$ cat src/rtl/serial_shifter_32.sv
// Multi-cycle 32-bit shifter: SLL/SRL/SRA one bit per clock, registered result with a done pulse.
// Optional SERIAL_SHIFTER_ROTATE_EN turns op=11 into ROTR; otherwise op=11 is a one-cycle pass-through.
module serial_shifter_32 (
    input  logic        clk,
    input  logic        reset,
    input  logic        start,
    input  logic [1:0]  op,
    input  logic [4:0]  amt,
    input  logic [31:0] in,
    output logic [31:0] f,
    output logic        busy,
    output logic        done,
    output logic [1:0]  dbg_state
);

    localparam logic [1:0] S_IDLE  = 2'd0;
    localparam logic [1:0] S_SHIFT = 2'd1;
    localparam logic [1:0] S_DONE  = 2'd2;

    localparam logic [1:0] OP_SLL = 2'b00;
    localparam logic [1:0] OP_SRL = 2'b01;
    localparam logic [1:0] OP_SRA = 2'b10;

    logic [1:0]  state;
    logic [1:0]  op_q;
    logic [4:0]  cnt;
    logic [4:0]  eff_amt;
    logic [31:0] step;

    // Handshake: start is a request that is taken only while busy=0 (IDLE);
    // a start seen in SHIFT or DONE is dropped, never queued.
`ifdef SERIAL_SHIFTER_ROTATE_EN
    assign eff_amt = amt;
`else
    assign eff_amt = (op == 2'b11) ? 5'd0 : amt;
`endif

    always_comb begin
        step = f;
        case (op_q)
            OP_SLL:  step = {f[30:0], 1'b0};
            OP_SRL:  step = {1'b0, f[31:1]};
            OP_SRA:  step = {f[31], f[31:1]};
            default: begin
`ifdef SERIAL_SHIFTER_ROTATE_EN
                step = {f[0], f[31:1]};
`else
                step = f;
`endif
            end
        endcase
    end

    always_ff @(posedge clk or posedge reset) begin
        if (reset) begin
            state <= S_IDLE;
            f     <= 32'h0;
            cnt   <= 5'd0;
            op_q  <= 2'b00;
        end else begin
            case (state)
                S_IDLE: begin
                    if (start) begin
                        f     <= in;
                        op_q  <= op;
                        cnt   <= eff_amt;
                        state <= (eff_amt != 5'd0) ? S_SHIFT : S_DONE;
                    end
                end
                S_SHIFT: begin
                    f   <= step;
                    cnt <= cnt - 5'd1;
                    if (cnt == 5'd1) begin
                        state <= S_DONE;
                    end
                end
                S_DONE: begin
                    state <= S_IDLE;
                end
                default: begin
                    state <= S_IDLE;
                end
            endcase
        end
    end

    assign busy      = (state != S_IDLE);
    assign done      = (state == S_DONE);
    assign dbg_state = state;

endmodule
$ cat config.mk
export PLATFORM = sky130hd
export DESIGN_NAME = serial_shifter_32
export DESIGN_NICKNAME = d
export VERILOG_FILES = /design/src/rtl/serial_shifter_32.sv
export SDC_FILE = /design/constraint.sdc
export NUM_CORES = 1
export LEC_CHECK = 0
export CORE_UTILIZATION = 46
export DETAILED_ROUTE_END_ITERATION = 16
export PLACE_DENSITY = 0.81
export SYNTH_ARGS = -nofsm -noshare
export SYNTH_HDL_FRONTEND = slang
export SYNTH_SLANG_ARGS = --single-unit
$ cat constraint.sdc
create_clock -name clk -period 1.8 [get_ports clk]
set_input_delay 0.18 -clock clk [delete_from_list [all_inputs] [get_ports clk]]
set_output_delay 0.18 -clock clk [all_outputs]
set_load 0.01 [all_outputs]
### Word-level counts from Yosys, hierarchy flattened

Index checks and enable logic that the tools add are counted.
Widths: inputs -> output; s select.

* add/subtract/negate cells: 1
* eq/ne operators: 11
* muxes and demuxes: 10
* reductions and logical operators: 10

Operators with widths (count)
* $pmux 32 s3: 1
* $pmux 32 s2: 1
* $mux 32: 1
* $mux 5: 2
* $pmux 5 s2: 1
* $eq 2x2->1 const B: 3
* $mux 2: 3
* $ne 2x2->1 const B: 3
* $reduce_and 2->1: 3
* $eq 5x1->1 const B: 1
* $reduce_bool 5->1: 1
* $sub 5x1->5 const B: 1
* $eq 2x1->1 const B: 2
* $logic_not 2->1: 2
* $ne 4x1->1 const B: 1
* $pmux 2 s2: 1
* $reduce_and 4->1: 1
* $reduce_bool 2->1: 2
* $ne 3x1->1 const B: 1
* $reduce_and 3->1: 1

* bits in registers: 41
* output and inout port bits: 36
* word-level logic and storage cells: 37

### Depth between registers and ports, before layout

* word-level depth: 6
* depth in mapped cells: 8

### Least setup slack after synthesis

OpenSTA, ideal clock, no wires.

* path type: register -> register
* from: reg op_q[0]
* to: reg f[3]
* setup time: 128 ps
* data arrival time: 1423 ps
* required time: 1672 ps
* setup slack: 249 ps
* cell stages (with the launch flop): 9
* clock period less this slack: 1551 ps
* cell sequence: dfrtp_1 -> inv_1 -> ha_1 -> nor2b_4 -> a211o_1 -> buf_2 -> buf_4 -> nand2_1 -> o21ai_1

* word-level cells in the longest chain between the ends: 3
* elaborated cells between the ends (all ways): 7
* classes of those cells: 3 x eq/ne; 2 x mux; 2 x reduce/logical

Ends and longest elaborated chain
* start: declaration: RTL line 25 `logic [1:0] op_q;`
* start signal: assignment: RTL line 65 `op_q <= op;`
* $eq 2x2->1, or another cell as far along: RTL line 40 `case (op_q)`
* $pmux 32 s3 or $ne 4x1->1 (tied branches)
* $pmux 32 s2 or $reduce_and 3->1 (tied branches)
* end signal: assignment: RTL line 64 `f <= in;`
* end signal: assignment: RTL line 71 `f <= step;`
* end: declaration: RTL line 10 `output logic [31:0] f,`

Several ways; a longest one is shown, not always the timed one.
A chain may end at the register's enable or synchronous reset.

### Worst setup path after layout

* from: reg state[0] (netlist: dbg_state[0])
* to: out busy

* word-level cells in the longest chain between the ends: 1

Ends and longest elaborated chain
* start: declaration: RTL line 24 `logic [1:0] state;`
* start signal: assignment: RTL line 67 `state <= (eff_amt != 5'd0) ? S_SHIFT : S_DONE;`
* $reduce_bool 2->1: RTL line 87 `assign busy = (state != S_IDLE);`
* end: declaration: RTL line 11 `output logic busy,`

No other way between the ends.

==> results.toml <==
[sta]
fin_worst_skew_ns = 0.00561
tns_ns = 0
fmax_ghz = 0.569
hold_viol = 0
setup_viol = 0
rsz0062_at_grt = "no"
min_period_over_period = 0.976
worst_pin_slew_ns = 0.413
layout_min_cycle_time_ns = 1.76
fin_ws_ns = 0.0425
slew_headroom = 0.725
slew_violations = 0

[grt]
grt_usage = 0.247
antenna_found_initial = 0
gr-total-overflow = 0
grt_pass1_wl_um = 10100
grt_pass1_vias = 2067
grt_max_degree = 42

[clock_tree]
cts.path.max_buffers = 2
clock_sinks = 41
cts_buffers = 5
cts_resized = 0
hold_buffers = 0
htree_levels = 2
cts_root_buffer = "clkbuf_8"
post_cts_buffers = 0
clkLatencyLatePin_ns = 0.30
clk_pin_slew_ns = 0.08
cts_tree = "yes"

[final_layout]
fin_area_um2 = 3290
diodes = 0
num-nets-final = 374
area_growth_pct = 44.0
final_util = 0.693
drive_gt1_frac = 0.0915

[place]
pre_cts_ws_ns = 0.147
io_buffers = 77
hpwl_um = 4190
dpl_cell_area_um2 = 3170
globalplace.congestion = 0.838

[critical_path]
crit_arrival_ns = 1.58
crit_chain = "or2_2 -> clkdlybuf4s50_1"
worst-path-stages = 2
cp-end-kind = "output port"
r2r_cells = 7
cp-startpoint = "dbg_state[0]"
reg2reg_slack_ns = 0.19
cp_top_family = "flip-flops"
crit_type = "reg -> out"
r2r-end = "f[13]"
crit_required_ns = 1.62
start_kind = "flip-flop"
crit_end = "busy"
cp_slowest_cell = "dfrtp_2"
max_stage_delay_ns = 0.48
critPathBufInv = 1
reg2reg_from = "op_q[0]"
cp_max_fo = 9

[routing]
first_pass_iters = 4
wl_per_cell_um = 15.7
drt-total-wl_um = 6220
routed_via_density = 5.75
vias = 2272
drtAntennaViolNets = 0
drcViolationCount = 0
dr.first_iter.drc_count = 210

[die]
core_um2 = 4750
io_pins = 78
dieArea_um2 = 5260
die_h_um = 72.5
start_util = 0.481
rows = 25
die_w_um = 72.5

[outcome]
status = "completed"

[yosys]
synth_cell_types = 35
yosys.area.top_type = "dfrtp_1"
yosysSeqAreaShare = 0.449
synth-main-ff-cell = "dfrtp_1"
yosys.area_share.simple = 0.128
synth_area_per_cell_um2 = 9.00
ys_seq_elements = 41
yosys_warnings = 0
muxShareOfSynthArea = 0.00492
async_flop_share = 1.00
synth_edf_count = 0
synth_top_area_share = 0.449
synth_xor_area_frac = 0
synth.area.top_cells = "dfrtp_1, a221oi_1, o21ai_0, o21ai_1, nand2_1"
netlist_area_um2 = 2290
synth_top_family_by_area = "compound AO/OA/AOI/OAI gates"
yosys.area_share.adder = 0.0274
synthesis.instances = 254
synth-compound-area-share = 0.328
syn_nets = 301

[pwr]
power.density_nw_per_um2 = 2070
ir_drop_mv = 1.12
power_w = 0.00682
p_leak_nw = 1.31

[hold_path]
min_path_type = "in -> async"

[run]
drv_cap = 0
[Yosys cell counts, drive strengths merged (2+ instances only)]
cell    count
o21ai      63
or2         2
nand2      35
nand3       4
a211oi      3
nor2b       3
ha          5
o22a        3
a221oi     29
nand2b      4
inv         7
clkbuf      9
a21oi      11
buf        13
nor2        9
dfrtp      41
a31oi       2
[metrics by stage]
step	hold WS [ns]	instances
finish	0.247	395
global route	0.256	395
CTS	0.255	395
detailed placement	0.499	387
global placement	0.490	387
floorplan	0.297	254
[report_power, final]
part,switching [W],total (W),internal (W)
sequential,0.000525,0.00194,0.00141
combinational,0.00212,0.00409,0.00197
clock,0.000335,0.000786,0.000451
[cell families (layout without fill, tap and decap cells)]
family / Yosys count / after routing
buffers and inverters: 29 / 103
AOI/OAI and AO/OA: 116 / 116
and+or+nand+nor: 62 / 62
adders and majority gates: 5 / 5
muxes: 1 / 1
DFF: 41 / 41
[layout make-up]
class | instances | area [um2]
clock buffer | 6 | 82.6
clock inverter | 2 | 37.5
fill | 361 | 1460
inverter | 7 | 26.3
multi-input combinational | 184 | 1120
sequential | 41 | 1030
tap | 67 | 83.8
timing repair buffer | 88 | 916
[sequential cells by signal, indices dropped and copies added (netlist names)]
name       flops
cnt            5
f             32
dbg_state      2
op_q           2
[cell usage in the layout, fill, tap and decap left out, drive strengths merged, types with 3 or more instances in the layout]
cell and count:
a211oi 3, nand2b 4, inv 7, buf 11
dfrtp 41, clkdlybuf4s50 77, nand3 4, ha 5
o22a 3, a21oi 11, a221oi 29, clkbuf 6
o21ai 63, nand2 35, nor2 9, nor2b 3
[how the worst min path moves through the flow]
stage	startpoint	end	slack, ns	cells after the start
finish	reset	f[12]	0.25	3
global route	reset	f[19]	0.26	3
CTS	reset	f[19]	0.26	3
detailed placement	cnt[4]	cnt[4]	0.50	1
global placement	cnt[4]	cnt[4]	0.49	1
floorplan	op[0]	op_q[0]	0.30	2
[per-layer routing]
| metal | track usage | part of all wire | vias up |
|---|---|---|---|
| met3 | 0.0569 | 0.062 | 10 |
| met5 | 0 | 0 | - |
| li1 | - | - | 1089 |
| met2 | 0.373 | 0.48 | 91 |
| met4 | 0.0871 | 0.015 | 0 |
| met1 | 0.348 | 0.45 | 1082 |
[worst min-delay path: stages]
cell and delay (ns):
clkdlybuf4s50_1 0.41, inv_1 0.09, buf_12 0.24
No activity file was read; power rests on OpenSTA's default activity.
